<file path="src/rtl/fuzzy_pkg.sv">
// fuzzy_pkg: shared FSM states, consequent codes and the default rule table for rule_engine
package fuzzy_pkg;
    typedef enum logic [1:0] {IDLE = 2'd0, EVAL = 2'd1, DONE = 2'd2} state_t;
    localparam logic [1:0] CONS_NEG  = 2'd0;
    localparam logic [1:0] CONS_ZERO = 2'd1;
    localparam logic [1:0] CONS_POS  = 2'd2;
    localparam logic [1:0] CONS_OFF  = 2'd3;
    localparam int N_RULES = 9;
    localparam logic [15:0] MU_ONE = 16'h8000;
    // rule k = i*3+j: i+j<2 -> NEG, anti-diagonal i+j==2 -> ZERO, i+j>2 -> POS
    localparam logic [17:0] DEFAULT_RULES = 18'b10_10_01_10_01_00_01_00_00;
endpackage

</file>
<file path="src/rtl/mu_minmax.sv">
// mu_minmax: combinational unsigned min and max of two membership values
module mu_minmax #(
    parameter int W = 16
) (
    input  logic [W-1:0] a,
    input  logic [W-1:0] b,
    output logic [W-1:0] mn,
    output logic [W-1:0] mx
);
    assign mn = a < b ? a : b;
    assign mx = a < b ? b : a;
endmodule

</file>
<file path="src/rtl/rule_engine.sv">
// rule_engine: evaluates a 3x3 fuzzy rule table one rule per cycle, aggregating max-of-min strengths
module rule_engine
    import fuzzy_pkg::*;
#(
    parameter int MU_W = 16
) (
    input  logic            clk,
    input  logic            rst,
    input  logic            in_valid,
    output logic            in_ready,
    input  logic [MU_W-1:0] mu_t_neg,
    input  logic [MU_W-1:0] mu_t_zero,
    input  logic [MU_W-1:0] mu_t_pos,
    input  logic [MU_W-1:0] mu_dt_neg,
    input  logic [MU_W-1:0] mu_dt_zero,
    input  logic [MU_W-1:0] mu_dt_pos,
    input  logic [17:0]     rule_cfg,
    output logic            out_valid,
    input  logic            out_ready,
    output logic [MU_W-1:0] w_neg,
    output logic [MU_W-1:0] w_zero,
    output logic [MU_W-1:0] w_pos
);
    localparam logic [MU_W-1:0] ONE = MU_W'(MU_ONE);
    state_t state;
    logic [3:0] k;
    logic [MU_W-1:0] mt [3];
    logic [MU_W-1:0] md [3];
    logic [17:0] cfg;
    logic [MU_W-1:0] acc_neg, acc_zero, acc_pos, n_neg, n_zero, n_pos;
    logic [MU_W-1:0] acc_sel, strength, upd, unused_mx, unused_mn;
    logic [1:0] ti, dj, code;
    function automatic logic [MU_W-1:0] clamp(input logic [MU_W-1:0] m);
        return m > ONE ? ONE : m;
    endfunction
    assign in_ready  = state == IDLE;
    assign out_valid = state == DONE;
    always_comb begin
        ti      = k >= 4'd6 ? 2'd2 : k >= 4'd3 ? 2'd1 : 2'd0;
        dj      = 2'(k - 4'(ti) * 4'd3);
        code    = cfg[{k, 1'b0} +: 2];
        acc_sel = code == CONS_NEG ? acc_neg : code == CONS_ZERO ? acc_zero : acc_pos;
        n_neg   = code == CONS_NEG  ? upd : acc_neg;
        n_zero  = code == CONS_ZERO ? upd : acc_zero;
        n_pos   = code == CONS_POS  ? upd : acc_pos;
    end
    mu_minmax #(.W(MU_W)) u_strength (.a(mt[ti]), .b(md[dj]), .mn(strength), .mx(unused_mx));
    mu_minmax #(.W(MU_W)) u_aggregate (.a(acc_sel), .b(strength), .mn(unused_mn), .mx(upd));
    always_ff @(posedge clk or posedge rst) begin
        if (rst) begin
            state    <= IDLE;
            k        <= '0;
            mt       <= '{default: '0};
            md       <= '{default: '0};
            cfg      <= '0;
            acc_neg  <= '0;
            acc_zero <= '0;
            acc_pos  <= '0;
            w_neg    <= '0;
            w_zero   <= '0;
            w_pos    <= '0;
        end else if (state == IDLE && in_valid) begin
            mt       <= '{clamp(mu_t_neg), clamp(mu_t_zero), clamp(mu_t_pos)};
            md       <= '{clamp(mu_dt_neg), clamp(mu_dt_zero), clamp(mu_dt_pos)};
            cfg      <= rule_cfg;
            acc_neg  <= '0;
            acc_zero <= '0;
            acc_pos  <= '0;
            k        <= '0;
            state    <= EVAL;
        end else if (state == EVAL) begin
            acc_neg  <= n_neg;
            acc_zero <= n_zero;
            acc_pos  <= n_pos;
            k        <= k + 4'd1;
            // the last rule's update is folded straight into the outputs on DONE entry
            if (k == 4'(N_RULES - 1)) begin
                w_neg  <= n_neg;
                w_zero <= n_zero;
                w_pos  <= n_pos;
                state  <= DONE;
            end
        end else if (state == DONE && out_ready) begin
            state <= IDLE;
        end
    end
endmodule
</file>
<file path="config.mk">
export PLATFORM = sky130hd
export DESIGN_NAME = rule_engine
export DESIGN_NICKNAME = d
export VERILOG_FILES = /design/src/rtl/fuzzy_pkg.sv /design/src/rtl/mu_minmax.sv /design/src/rtl/rule_engine.sv
export SDC_FILE = /design/constraint.sdc
export NUM_CORES = 1
export LEC_CHECK = 0
export ABC_AREA = 1
export ABC_CLOCK_PERIOD_IN_PS = 9970
export CELL_PAD_IN_SITES_DETAIL_PLACEMENT = 0
export CELL_PAD_IN_SITES_GLOBAL_PLACEMENT = 1
export CORE_MARGIN = 1.5
export CORE_UTILIZATION = 25
export CTS_CLUSTER_SIZE = 24
export DETAILED_ROUTE_END_ITERATION = 12
export PLACE_DENSITY = 0.64
export SYNTH_ARGS = -nofsm -noshare
export SYNTH_HDL_FRONTEND = slang
export SYNTH_HIERARCHICAL = 1
export SYNTH_SLANG_ARGS = --single-unit
</file>
<file path="constraint.sdc">
create_clock -name clk -period 9.97 [get_ports clk]
set_input_delay 2.4925 -clock clk [delete_from_list [all_inputs] [get_ports clk]]
set_output_delay 2.4925 -clock clk [all_outputs]
set_load 0.02 [all_outputs]
</file>
==> results.toml, run 1 <==
[status]
status = "finished, final reports clean"

[clocking]
post_cts_buffers = 0
cts_tree = "built"
cts.clk_slew.worst_paths_ps = 60
clockBufferDepth = 3
cts_hold_buf = 0
clockRootBuffer = "clkbuf_16"
post_cts_resized = 0
numCtsBuffers = 26
h-tree-depth = 1
clk-insertion-delay-late_ps = 550
cts_sinks = 216

[sta]
tightest_slew_ps = 1150
fin_tns_setup_ps = 0
slew_headroom = 0.231
drv_slew = 0
holdWs_ps = 476
finalSetupViolCount = 0
grt_setup_unrepaired = "no"
finClkSkew_ps = 17.3
layout_min_cycle_time_ps = 7290
finalCritPeriodShare = 0.731
fmax_mhz = 137
hold_viol = 0

[finish]
nets = 2116
n_fill_cell = 5516
utilization = 0.314
drive_gt1_frac = 0.0429
antennaDiodeCount = 0
area_growth_pct = 24.4

[critical_path]
slowest_delay_ps = 580
cp.arrival_ps = 7710
cpMaxStageDelayCell = "dfrtp_1"
rr_startpoint = "k[0]"
startpoint_type = "flop"
timing.critical_path.from = "k[0]"
worstSetupPathType = "flop to flop"
path_max_fanout = 33
cp.required_ps = 10390
ff2ff_setup_slack_ps = 2680
end_kind = "flop"
crit_path_frequent_cell = "nand2_1"

[routing]
drtAntennaViolNets = 0
wl_per_cell_microns = 15.6
drt_iter0_markers = 702
wl_microns = 41500
drtPass1Iterations = 5
viasPerCell = 4.43
remaining_drc_errors = 0
vias = 11700

[die]
initial_core_util = 0.252
io_pins = 168
dieArea_sq_um = 51700
die_x_microns = 227
core_sq_um = 49900
die_h_microns = 227
rows = 82

[pwr]
pwr-share-seq = 0.454
ir_worst_vdd_uv = 113
p_per_area_nw_per_um2 = 123
p_sw_frac = 0.218
switchingPower_uw = 422
p_int_mw = 1.51
p_leak_nw = 8.25
pwr-share-comb = 0.045
clkPwrFrac = 0.501

[yosys]
synth_area_per_cell_sq_um = 6.81
yosys_warnings = 6
syn_area_sq_um = 12600
synth_nets = 2001
netlist_instances = 1847

[global_route]
grt_pass1_wl_microns = 65600
antenna_found_initial = 0
grtUsageTotal = 0.163
grt_max_degree = 94
grt_pass1_vias = 11800
overflow = 0

[placed_design]
io_buffer_count = 167
dpl.hpwl_microns = 30300
place_congestion = 0.817

[job]
cap_violations = 0

[hold_path]
hold_path_class = "flop to flop"
holdCritStartpoint = "w_pos[2]"
-- worst paths after layout --
kind | end | cells after the start
min in group asynchronous | acc_pos[1] | 2
worst max-delay path | w_zero[2] | 38
worst max register to register | w_zero[2] | 38
max in group asynchronous | acc_pos[15] | 3
worst min-delay path | w_pos[2] | 2
worst min register to register | w_pos[2] | 2
-- flip-flops by register name, summed over array words and instances (netlist names) --
| signal | count |
|---|---|
| acc_pos | 16 |
| state | 2 |
| acc_zero | 16 |
| w_pos | 16 |
| acc_neg | 16 |
| k | 4 |
| md | 48 |
| mt | 48 |
| w_neg | 16 |
| w_zero | 16 |
| cfg | 18 |
-- through the flow --
stage          setup slack [ps]  cell area (sq um)  power, mW  std cells
2_1_floorplan              1570              12600      0.919       1847
3_5_place_dp               2680              14800      0.981       2606
4_1_cts                    2620              15700       1.96       2652
5_1_grt                    1870              15700       2.00       2652
3_3_place_gp               2780              14800      0.981       2606
6_report                   2680              15700       1.93       2652
-- cell type report --
| type | instances | area, sq um | area share |
|---|---|---|---|
| inverters | 245 | 927 | 0.0592 |
| flip-flops and latches | 216 | 5410 | 0.345 |
| well taps | 672 | 841 | 0.0537 |
| multi-input cells | 1292 | 5830 | 0.372 |
| clock inverters | 10 | 103 | 0.00656 |
| repair buffers | 181 | 1780 | 0.114 |
| clock buffers | 36 | 769 | 0.0492 |
-- placed cells by master (no fill, tap or decap), types with 5 or more instances in the layout --
master           instances
nand2_1                753
inv_1                  238
nand3_1                228
dfrtp_1                216
clkdlybuf4s50_1        167
nor2_1                 117
o21ai_0                 62
ha_1                    36
clkbuf_16               27
nor4_1                  16
a31oi_1                 14
buf_4                   14
a21oi_1                 13
nor3_1                  10
o21ai_1                  9
nand4_1                  7
clkinv_2                 7
clkbuf_8                 6
inv_2                    5
nand2_4                  5
-- power groups by stage --
stage | Combinational, mW | Clock, mW | Sequential [mW]
after detailed placement | 0.0888 | 0 | 0.893
final | 0.0863 | 0.967 | 0.877
after floorplan | 0.0260 | 0 | 0.893
after global placement | 0.0883 | 0 | 0.893
after global routing | 0.0969 | 1.03 | 0.876
after CTS | 0.0892 | 0.997 | 0.877
-- layer usage --
| layer | wire length, microns | track usage | vias up |
|---|---|---|---|
| met5 | 0 | 0 | - |
| met4 | 842 | 0.0344 | 0 |
| met3 | 1670 | 0.0214 | 46 |
| met2 | 20700 | 0.291 | 203 |
| met1 | 18300 | 0.210 | 5557 |
| li1 | - | - | 5939 |
-- critical path, delay by kind of cell (launching register included) --
| family | cells | cell delay (ps) |
|---|---|---|
| buffers and inverters | 9 | 1500 |
| adder cells (fa/ha/maj) | 5 | 1270 |
| flip-flops | 1 | 580 |
| AND/OR/NAND/NOR | 18 | 2460 |
| AO/OA/AOI/OAI | 6 | 1330 |
(Power assumes the default switching activity.)
==> run 2: changes to the inputs <==
--- a/config.mk
+++ b/config.mk
@@ -6,7 +6,7 @@
 export NUM_CORES = 1
 export LEC_CHECK = 0
 export ABC_AREA = 1
-export ABC_CLOCK_PERIOD_IN_PS = 9970
+export ABC_CLOCK_PERIOD_IN_PS = 7000
 export CELL_PAD_IN_SITES_DETAIL_PLACEMENT = 0
 export CELL_PAD_IN_SITES_GLOBAL_PLACEMENT = 1
 export CORE_MARGIN = 1.5
==> constraint.sdc (replaced) <==
create_clock -name clk -period 7 [get_ports clk]
set_input_delay 1.75 -clock clk [delete_from_list [all_inputs] [get_ports clk]]
set_output_delay 1.75 -clock clk [all_outputs]
set_load 0.02 [all_outputs]
==> run 2 against run 1 <==
Power grew 47%. Worst setup slack worse by 2100 ps. Critical path depth is 3 lower. Via count grew 0.23%. Worst hold slack gained 1.3 ps. Global-route usage grew 0.12 points. Largest power group unchanged.
==> results.toml, run 2 (synthesis gave the netlist of run 1 again) <==
[status]
status = "finished, final reports clean"

[sta]
drv_slew = 0
grt_setup_unrepaired = "no"
setup_ws_ps = 581
finalSetupViolCount = 0
fin_tns_setup_ps = 0
slew_headroom = 0.342
hold_viol = 0
tightest_slew_ps = 987
finalCritPeriodShare = 0.917
layout_min_cycle_time_ps = 6420
fmax_mhz = 156
finClkSkew_ps = 17.2

[critical_path]
path_max_fanout = 17
startpoint_type = "flop"
cp.arrival_ps = 6850
end_kind = "flop"
r2r_end = "w_zero[0]"
path_delay_family = "simple AND/OR/NAND/NOR gates"
crit_path_frequent_cell = "nand2_1"
rr_startpoint = "k[1]"
worstSetupPathType = "flop to flop"
slowest_delay_ps = 500
critPathBufInv = 8
cp.required_ps = 7440
ff2ff_setup_slack_ps = 580
cpMaxStageDelayCell = "dfrtp_1"
r2r_cells = 35

[clocking]
clockBufferDepth = 3
cts_sinks = 216
cts_tree = "built"
clockRootBuffer = "clkbuf_16"
numCtsBuffers = 27
cts.clk_slew.worst_paths_ps = 60
clk-insertion-delay-late_ps = 560
h-tree-depth = 1

[placed_design]
dp_slack_ps = 661
dpl.hpwl_microns = 30000
place_congestion = 0.843
io_buffer_count = 167

[global_route]
antenna_found_initial = 0
grt_pass1_vias = 11800
grt_pass1_wl_microns = 66200
grtUsageTotal = 0.164
overflow = 0
grt_max_degree = 109

[finish]
nets = 2133
area_growth_pct = 25.9
mostFrequentLayoutCells = "nand2_1, inv_1, nand3_1"
antennaDiodeCount = 0
n_fill_cell = 5475
final_common_cell = "nand2_1"
reg_top3 = "md x48, mt x48, cfg x18"
drive_gt1_frac = 0.0515

[routing]
remaining_drc_errors = 0
drtAntennaViolNets = 0
wl_microns = 41900
vias = 11800
wl_per_cell_microns = 15.7
viasPerCell = 4.41
drtPass1Iterations = 5
drt_iter0_markers = 734

[hold_path]
hold_path_class = "flop to flop"
min_path_cells = 2
hold_path_end = "w_neg[2]"
holdCritStartpoint = "w_neg[2]"

[pwr]
pwr-share-comb = 0.044
ir_worst_vdd_uv = 163
switchingPower_uw = 628
power_mw = 2.84
pwr-share-seq = 0.440
clkPwrFrac = 0.516
p_leak_nw = 8.35
p_int_mw = 2.21
p_sw_frac = 0.221
p_per_area_nw_per_um2 = 179

[die]
die_h_microns = 227
initial_core_util = 0.252
core_sq_um = 49900
rows = 82
io_pins = 168
die_x_microns = 227
dieArea_sq_um = 51700

[job]
cap_violations = 0
-- run 2: repair_timing --
item / CTS / global route
setup buffers: 0 / 5
endpoints found under the hold margin: 0 / 0
setup endpoints to repair: 0 / 21
hold buffers: 0 / 0
gates resized for setup: 0 / 0
-- run 2: layout make-up --
type                    count  area (sq um)  share of cell area
clock buffers              39           791              0.0499
clock inverters            11           145             0.00916
inverters                 245           923              0.0583
multi-input cells        1292          5830               0.368
flip-flops and latches    216          5410               0.341
well taps                 672           841              0.0531
repair buffers            197          1910               0.121
-- run 2: worst max-delay path by stage --
stage / startpoint / endpoint / slack (ps) / cells after the start
2_1_floorplan: k[0] / acc_pos[14] / 1400 / 42
3_3_place_gp: k[1] / w_zero[3] / 680 / 38
3_5_place_dp: k[1] / w_pos[14] / 660 / 38
4_1_cts: k[1] / w_pos[14] / 610 / 38
5_1_grt: k[1] / w_neg[2] / 50 / 38
6_report: k[1] / w_zero[0] / 580 / 35
-- run 2: stage by stage --
| stage | std cells | area [sq um] | hold slack (ps) | utilization |
|---|---|---|---|---|
| CTS | 2667 | 15800 | 481 | 0.317 |
| floorplan | 1847 | 12600 | 443 | - |
| global placement | 2617 | 14900 | 463 | 0.298 |
| global route | 2672 | 15800 | 488 | 0.318 |
| finish | 2672 | 15800 | 477 | 0.318 |
| detailed placement | 2617 | 14900 | 464 | 0.298 |
-- run 2: layer usage --
| metal | vias to the layer above | routed length (microns) | track usage |
|---|---|---|---|
| met5 | - | 0 | 0 |
| met3 | 53 | 1510 | 0.0200 |
| li1 | 5978 | - | - |
| met2 | 231 | 20700 | 0.289 |
| met1 | 5510 | 18700 | 0.211 |
| met4 | 0 | 1070 | 0.0440 |
-- run 2: worst register-to-register path, delay by kind of cell (launching register included) --
kind / cells / cell delay [ps]
AND/OR/NAND/NOR: 17 / 2410
adder cells (fa/ha/maj): 5 / 1350
buffers and inverters: 8 / 920
flip-flops: 1 / 500
AO/OA/AOI/OAI: 5 / 1140
-- run 2: power groups by stage --
| stage | sequential (mW) | combinational (mW) | clock, mW |
|---|---|---|---|
| floorplan | 1.27 | 0.0372 | 0 |
| detailed placement | 1.27 | 0.128 | 0 |
| global placement | 1.27 | 0.127 | 0 |
| global route | 1.25 | 0.139 | 1.56 |
| CTS | 1.25 | 0.128 | 1.52 |
| finish | 1.25 | 0.124 | 1.46 |
==> run 3: changes to the inputs <==
--- a/config.mk
+++ b/config.mk
@@ -10,11 +10,10 @@
 export CELL_PAD_IN_SITES_DETAIL_PLACEMENT = 0
 export CELL_PAD_IN_SITES_GLOBAL_PLACEMENT = 1
 export CORE_MARGIN = 1.5
-export CORE_UTILIZATION = 25
+export CORE_UTILIZATION = 40
 export CTS_CLUSTER_SIZE = 24
 export DETAILED_ROUTE_END_ITERATION = 12
-export PLACE_DENSITY = 0.64
+export PLACE_DENSITY = 0.89
 export SYNTH_ARGS = -nofsm -noshare
 export SYNTH_HDL_FRONTEND = slang
-export SYNTH_HIERARCHICAL = 1
 export SYNTH_SLANG_ARGS = --single-unit
==> run 3 against run 2 <==
Final area decreased by 9.2%. First-iteration DRC count increased by 29%. Combinational power is 5% lower. Power shrank 3.0%. Largest cell class is now registers. Core utilization rose by 19 points. Critical path type unchanged. Wire length decreased by 20%.
==> results.toml, run 3 <==
[status]
status = "finished, final reports clean"

[clocking]
cts_hold_buf = 0
post_cts_resized = 0
numCtsBuffers = 25
clockRootBuffer = "clkbuf_16"
cts.clk_slew.worst_paths_ps = 60
clk-insertion-delay-late_ps = 530
post_cts_buffers = 0
cts_tree = "built"
cts_sinks = 216
clockBufferDepth = 3
h-tree-depth = 1

[placed_design]
place_congestion = 0.845
place_area_sq_um = 13500
io_buffer_count = 167
dpl.hpwl_microns = 23200

[pwr]
pwr-share-comb = 0.043
p_leak_nw = 6.84
switchingPower_uw = 580
power_mw = 2.75
p_per_area_nw_per_um2 = 191
p_sw_frac = 0.211
clkPwrFrac = 0.503
p_int_mw = 2.17
pwr-share-seq = 0.454
ir_worst_vdd_uv = 185

[critical_path]
cp.required_ps = 7400
worstSetupPathType = "flop to flop"
slowest_delay_ps = 550
cpMaxStageDelayCell = "dfrtp_1"
r2r_cells = 29
startpoint_type = "flop"
path_max_fanout = 33
end_kind = "flop"
rr_startpoint = "k[0]"
ff2ff_setup_slack_ps = 580
path_delay_family = "compound AO/OA/AOI/OAI gates"
cp.arrival_ps = 6830
r2r_end = "w_zero[11]"
critPathBufInv = 3

[yosys]
synth_area_per_cell_sq_um = 7.64
yosys.area.top_type = "dfrtp_1"
synth-simple-area-share = 0.333
yosysUniqueCellTypes = 38
synth_seq_area_share = 0.469
synth_common_cells = "nand2_1, nand3_1, dfrtp_1, o21ai_0, inv_1"
synth_edf_count = 0
netlist_instances = 1510
yosysTopAreaCellShare = 0.469
synthAdderAreaFrac = 0.0347
synth_top_family_by_area = "simple AND/OR/NAND/NOR gates"
synthMuxAreaShare = 0
ys_ff_latch = 216
synth-compound-area-share = 0.0956
yosys_warnings = 0
synth.area.top_cells = "dfrtp_1, nand2_1, nand3_1"
yosys.area_share.xor_xnor = 0
synthFlopType = "dfrtp_1"
synth_nets = 1660
syn_area_sq_um = 11500
async_flop_share = 1.00
yosysMostFrequentCell = "nand2_1"

[routing]
drt_iter0_markers = 944
drtPass1Iterations = 6
vias = 10700
wl_microns = 33600
viasPerCell = 5.28
drtAntennaViolNets = 0
wl_per_cell_microns = 16.5
remaining_drc_errors = 0

[global_route]
grtUsageTotal = 0.222
grt_max_degree = 113
grt_pass1_vias = 10500
grt_pass1_wl_microns = 54000
overflow = 0
antenna_found_initial = 0

[finish]
drive_gt1_frac = 0.0845
mostFrequentLayoutCells = "nand2_1, nand3_1, dfrtp_1"
finalInstanceArea_sq_um = 14400
utilization = 0.512
antennaDiodeCount = 0
area_growth_pct = 24.7
reg_top3 = "md x48, mt x48, cfg x18"
final_common_cell = "nand2_1"
n_fill_cell = 2752
nets = 1789

[sta]
finalSetupViolCount = 0
fin_tns_setup_ps = 0
grt_setup_unrepaired = "no"
hold_viol = 0
finClkSkew_ps = 9.83
drv_slew = 0
layout_min_cycle_time_ps = 6420
fmax_mhz = 156
tightest_slew_ps = 942
finalCritPeriodShare = 0.918
slew_headroom = 0.372

[job]
cap_violations = 0

[die]
rows = 61
die_h_microns = 173
die_x_microns = 173
initial_core_util = 0.411
core_sq_um = 28100
io_pins = 168
dieArea_sq_um = 29900

[hold_path]
min_path_cells = 2
holdCritStartpoint = "w_zero[12]"
hold_path_class = "flop to flop"
hold_path_end = "w_zero[12]"
## run 3: layout make-up
class	count	area (sq um)	area share
clock buffers	30	664	0.0462
clock inverters	15	209	0.0145
inverters	112	427	0.0297
multi-input cells	1098	5380	0.374
flip-flops and latches	216	5410	0.376
well taps	378	473	0.0329
repair buffers	186	1830	0.127
## run 3: worst reg2reg max path: cells and delay by family, from the launching register on
kind / cells / cell delay, ps
AOI/OAI and AO/OA: 9 / 2060
and+or+nand+nor: 14 / 1970
adders and majority gates: 3 / 1080
buffers and inverters: 3 / 660
DFF: 1 / 550
## run 3: per-stage QoR
step	worst slack (ps)	instances	hold slack [ps]
after global routing	22.4	2035	492
after detailed placement	577	1989	461
final	575	2035	474
after global placement	756	1989	460
after CTS	512	2034	480
after floorplan	1600	1510	444
## run 3: logic make-up (layout without fill, tap and decap cells)
group / count (synthesis) / count (layout)
compound gates: 205 / 205
fa+ha+maj: 32 / 32
buf+inv: 197 / 343
flops: 216 / 216
simple gates: 860 / 861
## run 3: worst max-delay path by stage
stage          startpoint            to  slack (ps)  depth (start not counted)
4_1_cts              k[0]    w_zero[11]         510                         26
3_3_place_gp         k[0]    w_zero[13]         760                         26
3_5_place_dp         k[0]  acc_zero[13]         580                         26
5_1_grt              k[0]    w_zero[14]          20                         28
6_report             k[0]    w_zero[11]         580                         29
2_1_floorplan        k[0]      w_neg[2]        1600                         30
## run 3: routing by layer
| layer | routed length (microns) | vias up | GRT usage |
|---|---|---|---|
| li1 | - | 5263 | - |
| met1 | 15300 | 5010 | 0.310 |
| met2 | 14900 | 404 | 0.352 |
| met3 | 2400 | 64 | 0.0325 |
| met4 | 1020 | 0 | 0.0746 |
| met5 | 0 | - | 0 |
## run 3: power groups by stage
stage,Combinational [mW],Sequential (mW),Clock [mW]
after floorplan,0.0283,1.27,0
after global placement,0.119,1.27,0
after detailed placement,0.120,1.27,0
after CTS,0.120,1.25,1.40
after global routing,0.129,1.25,1.45
final,0.118,1.25,1.38
